`src/rtl/pipe_cla_if.sv`:
```
// pipe_cla_if: operand/result handshake bundle for the pipelined carry-lookahead adder
interface pipe_cla_if #(parameter int WIDTH = 32);
    logic             in_valid, in_ready, cin, sub;
    logic [WIDTH-1:0] op_a, op_b, sum;
    logic             out_valid, out_ready, cout, ovf, zero;
    modport master (output in_valid, op_a, op_b, cin, sub, out_ready,
                    input in_ready, out_valid, sum, cout, ovf, zero);
    modport slave (input in_valid, op_a, op_b, cin, sub, out_ready,
                   output in_ready, out_valid, sum, cout, ovf, zero);
endinterface

```
`src/rtl/pipe_cla_adder.sv`:
```
// pipe_cla_adder: valid/ready pipelined add/sub built on three-level 4-bit carry lookahead
module pipe_cla_adder #(
    parameter int WIDTH  = 32,
    parameter int STAGES = 2
) (
    input logic       clk,
    input logic       rst,
    pipe_cla_if.slave b
);
    localparam int R  = WIDTH + 3;
    localparam int RS = STAGES == 1 ? 1 : STAGES - 1;
    localparam int O  = STAGES - RS;

    if (WIDTH < 4 || WIDTH > 64 || WIDTH % 4 != 0 || STAGES < 1 || STAGES > 4) begin : g_bad
        $error("pipe_cla_adder: illegal WIDTH or STAGES");
    end

    // carries into positions 0..3 plus carry out of a 4-wide lookahead cell
    function automatic logic [4:0] la4(input logic [3:0] p, input logic [3:0] g, input logic c);
        la4 = {g[3] | p[3] & g[2] | p[3] & p[2] & g[1] | p[3] & p[2] & p[1] & g[0] | &p & c,
               g[2] | p[2] & g[1] | p[2] & p[1] & g[0] | p[2] & p[1] & p[0] & c,
               g[1] | p[1] & g[0] | p[1] & p[0] & c,
               g[0] | p[0] & c,
               c};
    endfunction

    // operands are zero-padded to 64 bits so the same three-level tree serves every width
    function automatic logic [R-1:0] calc(input logic [WIDTH-1:0] a, input logic [WIDTH-1:0] bb,
                                          input logic c0);
        logic [63:0] p, g, s;
        logic [15:0] gp1, gg1;
        logic [3:0]  gp2, gg2;
        logic [4:0]  c3, t;
        logic [16:0] c1;
        p = 64'(a ^ bb);
        g = 64'(a & bb);
        for (int i = 0; i < 16; i++) begin
            gp1[i] = &p[4*i +: 4];
            t = la4(p[4*i +: 4], g[4*i +: 4], 1'b0);
            gg1[i] = t[4];
        end
        for (int j = 0; j < 4; j++) begin
            gp2[j] = &gp1[4*j +: 4];
            t = la4(gp1[4*j +: 4], gg1[4*j +: 4], 1'b0);
            gg2[j] = t[4];
        end
        c3 = la4(gp2, gg2, c0);
        for (int j = 0; j < 4; j++) begin
            t = la4(gp1[4*j +: 4], gg1[4*j +: 4], c3[j]);
            c1[4*j +: 4] = t[3:0];
        end
        c1[16] = c3[4];
        for (int i = 0; i < 16; i++) begin
            t = la4(p[4*i +: 4], g[4*i +: 4], c1[i]);
            s[4*i +: 4] = p[4*i +: 4] ^ t[3:0];
        end
        calc = {s[WIDTH-1:0] == '0,
                (a[WIDTH-1] == bb[WIDTH-1]) && (s[WIDTH-1] != a[WIDTH-1]),
                c1[WIDTH/4],
                s[WIDTH-1:0]};
    endfunction

    logic [STAGES-1:0] v, ld, vin;
    logic [R-1:0]      res_in;
    logic [WIDTH-1:0]  bx;

    assign bx  = b.sub ? ~b.op_b : b.op_b;
    assign vin = STAGES'({v, b.in_valid});

    // a stage loads when it or any stage downstream of it has room, or the consumer drains
    for (genvar k = 0; k < STAGES; k++) begin : g_ld
        assign ld[k] = b.out_ready | ~&v[STAGES-1:k];
    end

    assign b.in_ready  = ld[0];
    assign b.out_valid = v[STAGES-1];

    always_ff @(posedge clk) begin
        if (rst) v <= '0;
        else     v <= (vin & ld) | (v & ~ld);
    end

    if (STAGES == 1) begin : g_comb
        assign res_in = calc(b.op_a, bx, b.sub | b.cin);
    end else begin : g_ops
        logic [WIDTH-1:0] ra, rb;
        logic             rc;
        always_ff @(posedge clk) begin
            if (rst) begin
                ra <= '0;
                rb <= '0;
                rc <= 1'b0;
            end else if (ld[0]) begin
                ra <= b.op_a;
                rb <= bx;
                rc <= b.sub | b.cin;
            end
        end
        assign res_in = calc(ra, rb, rc);
    end

    for (genvar j = 0; j < RS; j++) begin : g_rs
        logic [R-1:0] r;
        if (j == 0) begin : g_f
            always_ff @(posedge clk) begin
                if (rst)            r <= '0;
                else if (ld[j + O]) r <= res_in;
            end
        end else begin : g_n
            always_ff @(posedge clk) begin
                if (rst)            r <= '0;
                else if (ld[j + O]) r <= g_rs[j-1].r;
            end
        end
    end

    assign {b.zero, b.ovf, b.cout, b.sum} = g_rs[RS-1].r;
endmodule
```
`src/flat_wrapper.sv`:
```
// flat-port wrapper written by rule: the top's interface ports become plain ports
module pipe_cla_adder_flat 
#(
    parameter int WIDTH  = 32,
    parameter int STAGES = 2
)
  (clk, rst, b_in_valid, b_op_a, b_op_b, b_cin, b_sub, b_out_ready, b_in_ready, b_out_valid, b_sum, b_cout, b_ovf, b_zero);
  pipe_cla_if #(.WIDTH(WIDTH)) b_i ();
  input logic clk;
  input logic rst;
  input wire logic [$bits(b_i.in_valid)-1:0] b_in_valid;
  input wire logic [$bits(b_i.op_a)-1:0] b_op_a;
  input wire logic [$bits(b_i.op_b)-1:0] b_op_b;
  input wire logic [$bits(b_i.cin)-1:0] b_cin;
  input wire logic [$bits(b_i.sub)-1:0] b_sub;
  input wire logic [$bits(b_i.out_ready)-1:0] b_out_ready;
  output wire logic [$bits(b_i.in_ready)-1:0] b_in_ready;
  output wire logic [$bits(b_i.out_valid)-1:0] b_out_valid;
  output wire logic [$bits(b_i.sum)-1:0] b_sum;
  output wire logic [$bits(b_i.cout)-1:0] b_cout;
  output wire logic [$bits(b_i.ovf)-1:0] b_ovf;
  output wire logic [$bits(b_i.zero)-1:0] b_zero;
  assign b_i.in_valid = b_in_valid;
  assign b_i.op_a = b_op_a;
  assign b_i.op_b = b_op_b;
  assign b_i.cin = b_cin;
  assign b_i.sub = b_sub;
  assign b_i.out_ready = b_out_ready;
  assign b_in_ready = b_i.in_ready;
  assign b_out_valid = b_i.out_valid;
  assign b_sum = b_i.sum;
  assign b_cout = b_i.cout;
  assign b_ovf = b_i.ovf;
  assign b_zero = b_i.zero;
  pipe_cla_adder #(.WIDTH(WIDTH), .STAGES(STAGES)) u_core (.clk(clk), .rst(rst), .b(b_i));
endmodule
```
`config.mk`:
```
export PLATFORM = sky130hd
export DESIGN_NAME = pipe_cla_adder_flat
export DESIGN_NICKNAME = d
export VERILOG_FILES = /design/src/rtl/pipe_cla_if.sv /design/src/rtl/pipe_cla_adder.sv /design/src/flat_wrapper.sv
export SDC_FILE = /design/constraint.sdc
export NUM_CORES = 1
export LEC_CHECK = 0
export BUFFER_PORTS_ARGS = -buffer_cell sky130_fd_sc_hd__buf_4
export CAP_MARGIN = 40
export CORE_MARGIN = 1
export CORE_UTILIZATION = 50
export CTS_BUF_LIST = sky130_fd_sc_hd__clkbuf_16
export DETAILED_ROUTE_END_ITERATION = 10
export PLACE_DENSITY = 0.75
export SYNTH_ARGS = -nofsm -noshare
export SYNTH_HDL_FRONTEND = slang
export SYNTH_SLANG_ARGS = --single-unit
```
`constraint.sdc`:
```
create_clock -name clk -period 3.55 [get_ports clk]
set_input_delay 0 -clock clk [delete_from_list [all_inputs] [get_ports clk]]
set_output_delay 0 -clock clk [all_outputs]
set_load 0.005 [all_outputs]
```
==> results of run 1 <==
per-layer routing:
layer,GRT usage,vias up
met5,0,-
met4,0.111,0
met3,0.0426,43
met2,0.506,200
met1,0.351,2434
li1,-,2559
cell type report:
class,instances,area [µm²],share of cell area
Sequential cell,102,2050,0.272
Clock buffer,9,225,0.0299
Inverter,9,33.8,0.00448
Tap cell,133,166,0.0221
Multi-Input combinational cell,474,3140,0.416
Clock inverter,6,40.0,0.00531
Timing Repair Buffer,225,1890,0.250
state kept, by name, indices dropped and copies added, names as in the netlist, named ones only:
register / count
u_core.g_rs.r: 35
u_core.g_ops.ra: 32
u_core.g_ops.rb: 32
u_core.g_ops.rc: 1
repair_timing:
action | in CTS | in global routing
endpoints found under the hold margin | 66 | 0
buffers inserted | 2 | 2
hold buffers | 66 | 0
resized for setup | 22 | 8
endpoints found under the setup margin | 1 | 1
pin swaps | 28 | 4
gates cloned | 0 | 0
stage by stage:
stage | std cells | utilization | TNS (ps) | area [µm²] | setup slack [ps]
6_report | 958 | 0.761 | -106 | 7540 | -106
5_1_grt | 958 | 0.761 | -287 | 7540 | -287
4_1_cts | 956 | 0.756 | -36.1 | 7490 | -36.1
3_5_place_dp | 874 | 0.649 | -363 | 6430 | -363
3_3_place_gp | 873 | 0.646 | -170 | 6400 | -170
2_1_floorplan | 622 | - | 0 | 5200 | 38.0
placed cells by master, fill, tap and decap left out, drive strengths merged, types with 4 or more instances in the layout:
master | synthesis | final
a211oi | 45 | 45
a21o | 8 | 8
a21oi | 69 | 69
buf | 6 | 159
clkbuf | 31 | 9
clkinv | 0 | 4
dfxtp | 102 | 102
dlygate4sd3 | 0 | 66
fa | 8 | 8
ha | 32 | 32
inv | 9 | 9
nand2 | 119 | 119
nand2b | 5 | 5
nand4 | 7 | 7
nor2 | 64 | 64
nor3 | 9 | 9
o211ai | 5 | 5
o21ai | 12 | 12
xnor2 | 46 | 46
xor2 | 6 | 6
how the worst max path moves through the flow:
stage	end
6_report	u_core.g_rs[0].r[34]
4_1_cts	u_core.g_rs[0].r[34]
2_1_floorplan	u_core.g_rs[0].r[34]
3_3_place_gp	u_core.g_rs[0].r[34]
5_1_grt	u_core.g_rs[0].r[34]
3_5_place_dp	u_core.g_rs[0].r[34]
where the power goes:
group | internal, mW | total, mW | switching [mW]
combinational | 0.425 | 0.795 | 0.370
sequential | 1.25 | 1.32 | 0.0711
clock | 0.469 | 0.897 | 0.428
total | 2.14 | 3.01 | 0.870
kinds of logic after synthesis:
kind of cell / count (synthesis) / share of synthesized area
and+or+nand+nor: 223 / 0.179
DFF: 102 / 0.393
adders and majority gates: 40 / 0.108
AOI/OAI and AO/OA: 159 / 0.199
xor gates and xnor gates: 52 / 0.0876
buffers and inverters: 46 / 0.0332
==> flow_metrics.env, run 1 <==
export IMPL_cts_sinks=102
export IMPL_synthTopCellsByArea="dfxtp_1 39%, nand2_1 8.6%, xnor2_1 7.8%"
export IMPL_synth_area_leader_cell="dfxtp_1"
export IMPL_antenna_cells=0
export IMPL_fillers=718
export IMPL_synthTopCellsByCount="119 x nand2_1, 102 x dfxtp_1, 68 x a21oi_1, 64 x nor2_1, 46 x xnor2_1"
export IMPL_die_area_um2=10800
export IMPL_violations="setup timing"
export IMPL_cts_htree_levels=3
export IMPL_syn_inst=622
export IMPL_ant_nets=0
export IMPL_pin_count=107
export IMPL_grt_max_degree=68
export IMPL_syn_to_final_growth_pct=45.1
export IMPL_post_route_min_period_ps=3660
export IMPL_die_h_um=104
export IMPL_post_route_period_util=1.03
export IMPL_ys_warn_count=0
export IMPL_cap_violations=0
export IMPL_total_power_mw=3.01
export IMPL_critPathLaunchType="flip-flop"
export IMPL_cp_arrival_ps=3930
export IMPL_antenna_found_initial=0
export IMPL_max_slew_margin_rel=0.441
export IMPL_cp_required_ps=3820
export IMPL_crit_path_end_kind="flip-flop"
export IMPL_tightestPinTransition_ps=828
export IMPL_ir_worst_vdd_uv=303
export IMPL_syn_nets=732
export IMPL_regToRegEndpoint="u_core.g_rs[0].r[34]"
export IMPL_async_flop_share=0
export IMPL_grt_overflow=0
export IMPL_grt_use_total=0.287
export IMPL_grt_pass1_wl_um=25200
export IMPL_ys_types=48
export IMPL_drv_slew=0
export IMPL_drc=0
export IMPL_cts_made_buffers=9
export IMPL_whs_ps=58.8
export IMPL_ys_seq_area_frac=0.393
export IMPL_clk_pin_slew_worst_paths_ps=70
export IMPL_min_path_cells=2
export IMPL_drt_wl_total_um=15300
export IMPL_synthFlopType="dfxtp_1"
export IMPL_rrSetupSlack_ps=-110
export IMPL_synth_most_common_cell="nand2_1"
export IMPL_finClkSkew_ps=8.62
export IMPL_vias=5236
export IMPL_fp_coreArea_um2=9910
export IMPL_cp_num_buf_inv=0
export IMPL_outcome="complete, but fails checks"
export IMPL_critPathKind="reg2reg"
export IMPL_clk_path_buf_depth=2
export IMPL_fin_nets=931
export IMPL_clock_latency_ps=350
export IMPL_crit_cells=14
export IMPL_critPathLaunch="u_core.g_ops.ra[3]"
export IMPL_top_layer="met4"
export IMPL_grt_pass1_vias=5290
export IMPL_viasPerCell=5.47
export IMPL_cts_root_buffer="clkbuf_16"
export IMPL_synth_seq_cells=102
export IMPL_critPathMaxStageDelay_ps=470
export IMPL_rsz0062_at_grt="true"
export IMPL_setup_viol=1
export IMPL_wl_met2_um=7660
export IMPL_r2r_start="u_core.g_ops.ra[3]"
export IMPL_met3_length_um=844
export IMPL_syn_avg_cell_area_um2=8.35
export IMPL_min_path_type="in2reg"
export IMPL_std_cell_rows=36
export IMPL_routabilityCongestion=0.917
export IMPL_path_cells="ha_4 -> o211ai_1 -> nor4_4 -> a221oi_4 -> a21oi_2 -> o41a_1 -> fa_2 -> nor3_4 -> nand4_1 -> nor4_1 -> nand3b_1 -> a211oi_2 -> nand4b_1 -> o22ai_1"
export IMPL_crit_family="compound AO/OA/AOI/OAI gates"
export IMPL_min_to="u_core.g_rs[0].r[11]"
export IMPL_wl_per_cell_um=15.9
export IMPL_drt_initial_drc_count=311
export IMPL_netlist_area_leader_share=0.393
export IMPL_cts_tree="yes"
export IMPL_hold_viol=0
export IMPL_cpMaxStageDelayCell="fa_2"
export IMPL_p_leak_nw=3.40
export IMPL_drtPass1Iterations=5
export IMPL_synth_edff_count=0
export IMPL_start_util=0.524
export IMPL_path_max_fanout=3
export IMPL_final_setup_worst_slack_ps=-106
export IMPL_die_w_um=104
export IMPL_synth_area_um2=5200
export IMPL_met1_length_um=6350
export IMPL_hpwl_um=9900
export IMPL_p_per_area_nw_per_um2=400
export IMPL_hp_start="rst"
export IMPL_r2r_cells=14
export IMPL_numPortBuffers=106
export IMPL_drive_gt1_frac=0.248
export IMPL_clock_fmax_mhz=273
No activity file was read; power rests on OpenSTA's default activity.
==> inputs of run 2 (changes only) <==
- PLACE_DENSITY: 0.75 -> 0.72
- SETUP_SLACK_MARGIN: unset -> 0.02
- clock period: 3.55 -> 4 ns (I/O delays scaled with it)
==> run 2 against run 1 <==
Against the previous run:
- sequential cell count is the same
- register-to-register slack gained 360 ps
- the flow now finishes without violations
- die area is the same
- worst setup slack gained 360 ps
- count of clock-buffer cells in the layout is the same
- highest routed layer unchanged
- final cell count shrank 4.3%
- clock skew shrank 1.0 ps
- power shrank 13%
==> flow_metrics.env, run 2 (synthesis results as in run 1) <==
export IMPL_critPathLaunchType="flip-flop"
export IMPL_final_setup_worst_slack_ps=251
export IMPL_rrSetupSlack_ps=250
export IMPL_pin_count=107
export IMPL_cp_common_cell="nand4_1"
export IMPL_cts_made_buffers=9
export IMPL_largest_reg_flops=35
export IMPL_post_route_min_period_ps=3750
export IMPL_fin_nets=889
export IMPL_clock_latency_ps=350
export IMPL_multiInputGateArea_um2=3120
export IMPL_p_per_area_nw_per_um2=366
export IMPL_ant_nets=0
export IMPL_routabilityCongestion=0.891
export IMPL_drt_wl_total_um=14000
export IMPL_cp_required_ps=4280
export IMPL_critPathKind="reg2reg"
export IMPL_viasPerCell=5.37
export IMPL_die_area_um2=10800
export IMPL_drt_initial_drc_count=243
export IMPL_cp_num_buf_inv=1
export IMPL_path_max_fanout=4
export IMPL_syn_to_final_growth_pct=38.5
export IMPL_fp_coreArea_um2=9910
export IMPL_max_slew_margin_rel=0.449
export IMPL_p_leak_nw=3.18
export IMPL_ir_worst_vdd_uv=251
export IMPL_rsz0062_at_grt="false"
export IMPL_outcome="complete, no violations"
export IMPL_placed_cell_area_um2=6100
export IMPL_start_util=0.524
export IMPL_finClkSkew_ps=7.59
export IMPL_cap_violations=0
export IMPL_grt_pass1_vias=4750
export IMPL_hpwl_um=9180
export IMPL_antenna_cells=0
export IMPL_min_path_type="in2reg"
export IMPL_wl_per_cell_um=15.3
export IMPL_drtPass1Iterations=4
export IMPL_setup_viol=0
export IMPL_hold_viol=0
export IMPL_die_w_um=104
export IMPL_grt_pass1_wl_um=22800
export IMPL_cts_root_buffer="clkbuf_16"
export IMPL_total_power_mw=2.63
export IMPL_fin_tns_setup_ps=0
export IMPL_seqCellArea_um2=2040
export IMPL_post_route_period_util=0.937
export IMPL_std_cell_rows=36
export IMPL_clk_path_buf_depth=2
export IMPL_mostFrequentLayoutCell="nand2_1"
export IMPL_drive_gt1_frac=0.196
export IMPL_fin_area_um2=7200
export IMPL_dp_cells=832
export IMPL_cts_sinks=102
export IMPL_pre_cts_ws_ps=73.8
export IMPL_crit_family="compound AO/OA/AOI/OAI gates"
export IMPL_drv_slew=0
export IMPL_regToRegEndpoint="u_core.g_rs[0].r[34]"
export IMPL_cts_htree_levels=3
export IMPL_fillers=745
export IMPL_critPathMaxStageDelay_ps=540
export IMPL_min_path_cells=2
export IMPL_clock_fmax_mhz=267
export IMPL_grt_max_degree=73
export IMPL_die_h_um=104
export IMPL_cts_tree="yes"
export IMPL_path_cells="ha_1 -> nand4_1 -> nor4_2 -> buf_4 -> a221oi_4 -> a21oi_2 -> o41a_1 -> fa_1 -> nor3_2 -> nand4_1 -> nor4_1 -> nand3b_1 -> a211oi_2 -> nand4b_1 -> o22ai_1"
export IMPL_r2r_start="u_core.g_ops.ra[12]"
export IMPL_grt_use_total=0.263
export IMPL_top_regs="u_core.g_rs.r: 35 flops, u_core.g_ops.ra: 32 flops, u_core.g_ops.rb: 32 flops"
export IMPL_numPortBuffers=106
export IMPL_clk_pin_slew_worst_paths_ps=70
export IMPL_antenna_found_initial=0
export IMPL_cpMaxStageDelayCell="fa_1"
export IMPL_largest_register="u_core.g_rs.r"
export IMPL_crit_path_end_kind="flip-flop"
export IMPL_drc=0
export IMPL_hp_start="rst"
export IMPL_vias=4923
export IMPL_layout_common_cells="119 x nand2_1, 116 x buf_4, 101 x dfxtp_1"
export IMPL_tightestPinTransition_ps=817
export IMPL_r2r_cells=15
export IMPL_grt_overflow=0
export IMPL_cp_arrival_ps=4030
export IMPL_instances_no_fill=917
-- run 2: cell count changes in the layout (fill, tap and decap cells not counted), sizes merged --
cell      change
inv           +3
buf          -42
clkinvlp      -2
-- run 2: timing repair --
action | 4_1_cts | 5_1_grt
hold buffers | 66 | 0
setup endpoints to repair | 0 | 1
endpoints found under the hold margin | 66 | 0
buffers inserted | 0 | 3
resized for setup | 0 | 19
-- run 2: routing by layer --
metal	routed length, µm	vias to the layer above	global-route usage
met5	0	-	0
met4	241	0	0.0847
met3	611	19	0.0426
met2	6760	141	0.445
met1	6390	2287	0.340
li1	-	2476	-
-- run 2: area by class of cell --
cell class,instances,area share
clock buffer,9,0.0313
clock inverter,7,0.00661
inverter,9,0.00469
multi-input combinational,474,0.434
sequential,102,0.284
tap,133,0.0231
timing repair buffer,183,0.217
-- run 2: power breakdown --
group,switching [mW],total [mW],internal (mW)
combinational,0.303,0.634,0.331
sequential,0.0667,1.17,1.11
clock,0.401,0.825,0.425
total,0.770,2.63,1.86
-- run 2: per-stage QoR --
stage / hold slack [ps] / util
after floorplan: 121 / -
after global placement: 219 / 0.613
after detailed placement: 222 / 0.616
after CTS: 24.1 / 0.710
after global routing: 47.5 / 0.726
final: 26.1 / 0.726
-- run 2: worst max path at each step --
stage / depth (start not counted) / startpoint / end
3_5_place_dp: 14 / u_core.g_ops.rb[0] / u_core.g_rs[0].r[34]
3_3_place_gp: 14 / u_core.g_ops.rb[0] / u_core.g_rs[0].r[34]
2_1_floorplan: 14 / u_core.g_ops.rb[13] / u_core.g_rs[0].r[34]
5_1_grt: 15 / u_core.g_ops.rb[3] / u_core.g_rs[0].r[34]
6_report: 15 / u_core.g_ops.ra[12] / u_core.g_rs[0].r[34]
4_1_cts: 14 / u_core.g_ops.rb[0] / u_core.g_rs[0].r[34]
==> inputs of run 3 (changes only) <==
--- a/config.mk
+++ b/config.mk
@@ -12,5 +12,5 @@
 export CTS_BUF_LIST = sky130_fd_sc_hd__clkbuf_16
 export DETAILED_ROUTE_END_ITERATION = 10
-export PLACE_DENSITY = 0.72
+export PLACE_DENSITY = 0.75
 export SETUP_SLACK_MARGIN = 0.02
 export SYNTH_ARGS = -nofsm -noshare
==> constraint.sdc (replaced) <==
create_clock -name clk -period 3.4 [get_ports clk]
set_input_delay 0 -clock clk [delete_from_list [all_inputs] [get_ports clk]]
set_output_delay 0 -clock clk [all_outputs]
set_load 0.05 [all_outputs]
==> run 3 against run 2 <==
Against the previous run:
- the run now ends with setup timing left
- critical path depth up 1
- clock skew down 1.1 ps
- largest power group unchanged
- highest routed layer unchanged
- sequential power up 18%
- power up 32%
==> flow_metrics.env, run 3 (synthesis results as in run 1) <==
export IMPL_drv_slew=0
export IMPL_layout_common_cells="157 x buf_4, 118 x nand2_1, 96 x dfxtp_1"
export IMPL_cp_required_ps=3680
export IMPL_cts_htree_levels=3
export IMPL_ant_nets=0
export IMPL_antenna_cells=0
export IMPL_grt_max_degree=64
export IMPL_syn_to_final_growth_pct=45.1
export IMPL_pin_count=107
export IMPL_p_leak_nw=3.42
export IMPL_tightestPinTransition_ps=674
export IMPL_drt_wl_total_um=15200
export IMPL_cts_root_buffer="clkbuf_16"
export IMPL_p_per_area_nw_per_um2=462
export IMPL_largest_reg_flops=35
export IMPL_fin_nets=930
export IMPL_clk_path_buf_depth=2
export IMPL_cp_arrival_ps=3950
export IMPL_ir_worst_vdd_uv=231
export IMPL_hold_viol=0
export IMPL_grt_use_total=0.277
export IMPL_grt_overflow=0
export IMPL_start_util=0.524
export IMPL_cap_violations=0
export IMPL_clock_latency_ps=350
export IMPL_critPathKind="reg2reg"
export IMPL_outcome="complete, but fails checks"
export IMPL_hpwl_um=9820
export IMPL_clock_fmax_mhz=272
export IMPL_violations="setup timing"
export IMPL_drtPass1Iterations=5
export IMPL_whs_ps=0.764
export IMPL_crit_path_end_kind="flip-flop"
export IMPL_die_area_um2=10800
export IMPL_critPathLaunchType="flip-flop"
export IMPL_top_regs="u_core.g_rs.r: 35 flops, u_core.g_ops.ra: 32 flops, u_core.g_ops.rb: 32 flops"
export IMPL_die_h_um=104
export IMPL_setup_viol=1
export IMPL_drc=0
export IMPL_fp_coreArea_um2=9910
export IMPL_clk_pin_slew_worst_paths_ps=70
export IMPL_wl_per_cell_um=15.8
export IMPL_cts_tree="yes"
export IMPL_dp_cells=874
export IMPL_max_slew_margin_rel=0.551
export IMPL_finClkSkew_ps=6.44
export IMPL_instances_no_fill=958
export IMPL_antenna_found_initial=0
export IMPL_mostFrequentLayoutCell="buf_4"
export IMPL_cts_made_buffers=9
export IMPL_numPortBuffers=106
export IMPL_die_w_um=104
export IMPL_rsz0062_at_grt="true"
export IMPL_viasPerCell=5.45
export IMPL_post_route_period_util=1.08
export IMPL_drt_initial_drc_count=241
export IMPL_post_route_min_period_ps=3670
export IMPL_routabilityCongestion=0.904
export IMPL_total_power_mw=3.48
export IMPL_vias=5225
export IMPL_std_cell_rows=36
export IMPL_grt_pass1_vias=5079
export IMPL_grt_pass1_wl_um=24100
export IMPL_drive_gt1_frac=0.246
export IMPL_largest_register="u_core.g_rs.r"
export IMPL_min_path_type="in2reg"
export IMPL_cts_sinks=102
export IMPL_path_max_fanout=3
export IMPL_final_setup_worst_slack_ps=-274
## run 3: where the power goes
group          switching, mW  internal (mW)  total [mW]
Clock                  0.455          0.640        1.09
Sequential            0.0719           1.30        1.38
Combinational          0.558          0.451        1.01
Total                   1.09           2.39        3.48
## run 3: routing by layer
layer | track usage | up-vias | share of wire
met2 | 0.480 | 197 | 0.49
met4 | 0.127 | 0 | 0.029
met5 | 0 | - | 0
met3 | 0.0351 | 45 | 0.056
met1 | 0.341 | 2428 | 0.42
li1 | - | 2555 | -
## run 3: layout make-up
cell class,instances,area [µm²]
clock buffer,9,225
clock inverter,7,88.8
fill,699,2370
inverter,9,33.8
multi-input combinational,474,3100
sequential,102,2050
tap,133,166
timing repair buffer,224,1880
## run 3: through the flow
stage | TNS [ps] | utilization | setup slack (ps) | cell area (µm²)
after global placement | -124 | 0.649 | -124 | 6430
after detailed placement | -352 | 0.651 | -352 | 6450
after CTS | -255 | 0.757 | -255 | 7500
final | -274 | 0.761 | -274 | 7540
after global routing | -449 | 0.761 | -449 | 7540
after floorplan | 0 | - | 32.0 | 5220
## run 3: critical path: stages, from the launching register on
cell      delay, ps
dfxtp_2         340
ha_4            250
a211oi_4        260
o21ai_2         130
a221oi_4        300
nand2_2         110
a21o_1          230
inv_2            70
o21ai_2          70
fa_1            510
nor4_2          180
nand4_1         190
nor4_2          320
nand3b_1        130
a211oi_2        180
nand4b_1        140
o22ai_1         180
## run 3: repair_timing
item	CTS	global route
hold buffers	65	0
setup buffers	2	1
resized for setup	12	9
endpoints found under the hold margin	65	0
setup endpoints to repair	1	1
pin swaps	17	7
## run 3: path summary, 6_finish.rpt
check | cells after the start | slack, ps | startpoint | end
max reg2reg | 16 | -270 | u_core.g_ops.ra[0] | u_core.g_rs[0].r[34]
min reg2reg | 2 | 450 | u_core.g_rs[0].r[19] | u_core.g_rs[0].r[19]
min | 3 | 0.8 | b_op_b[13] | u_core.g_ops.rb[13]
max | 16 | -270 | u_core.g_ops.ra[0] | u_core.g_rs[0].r[34]
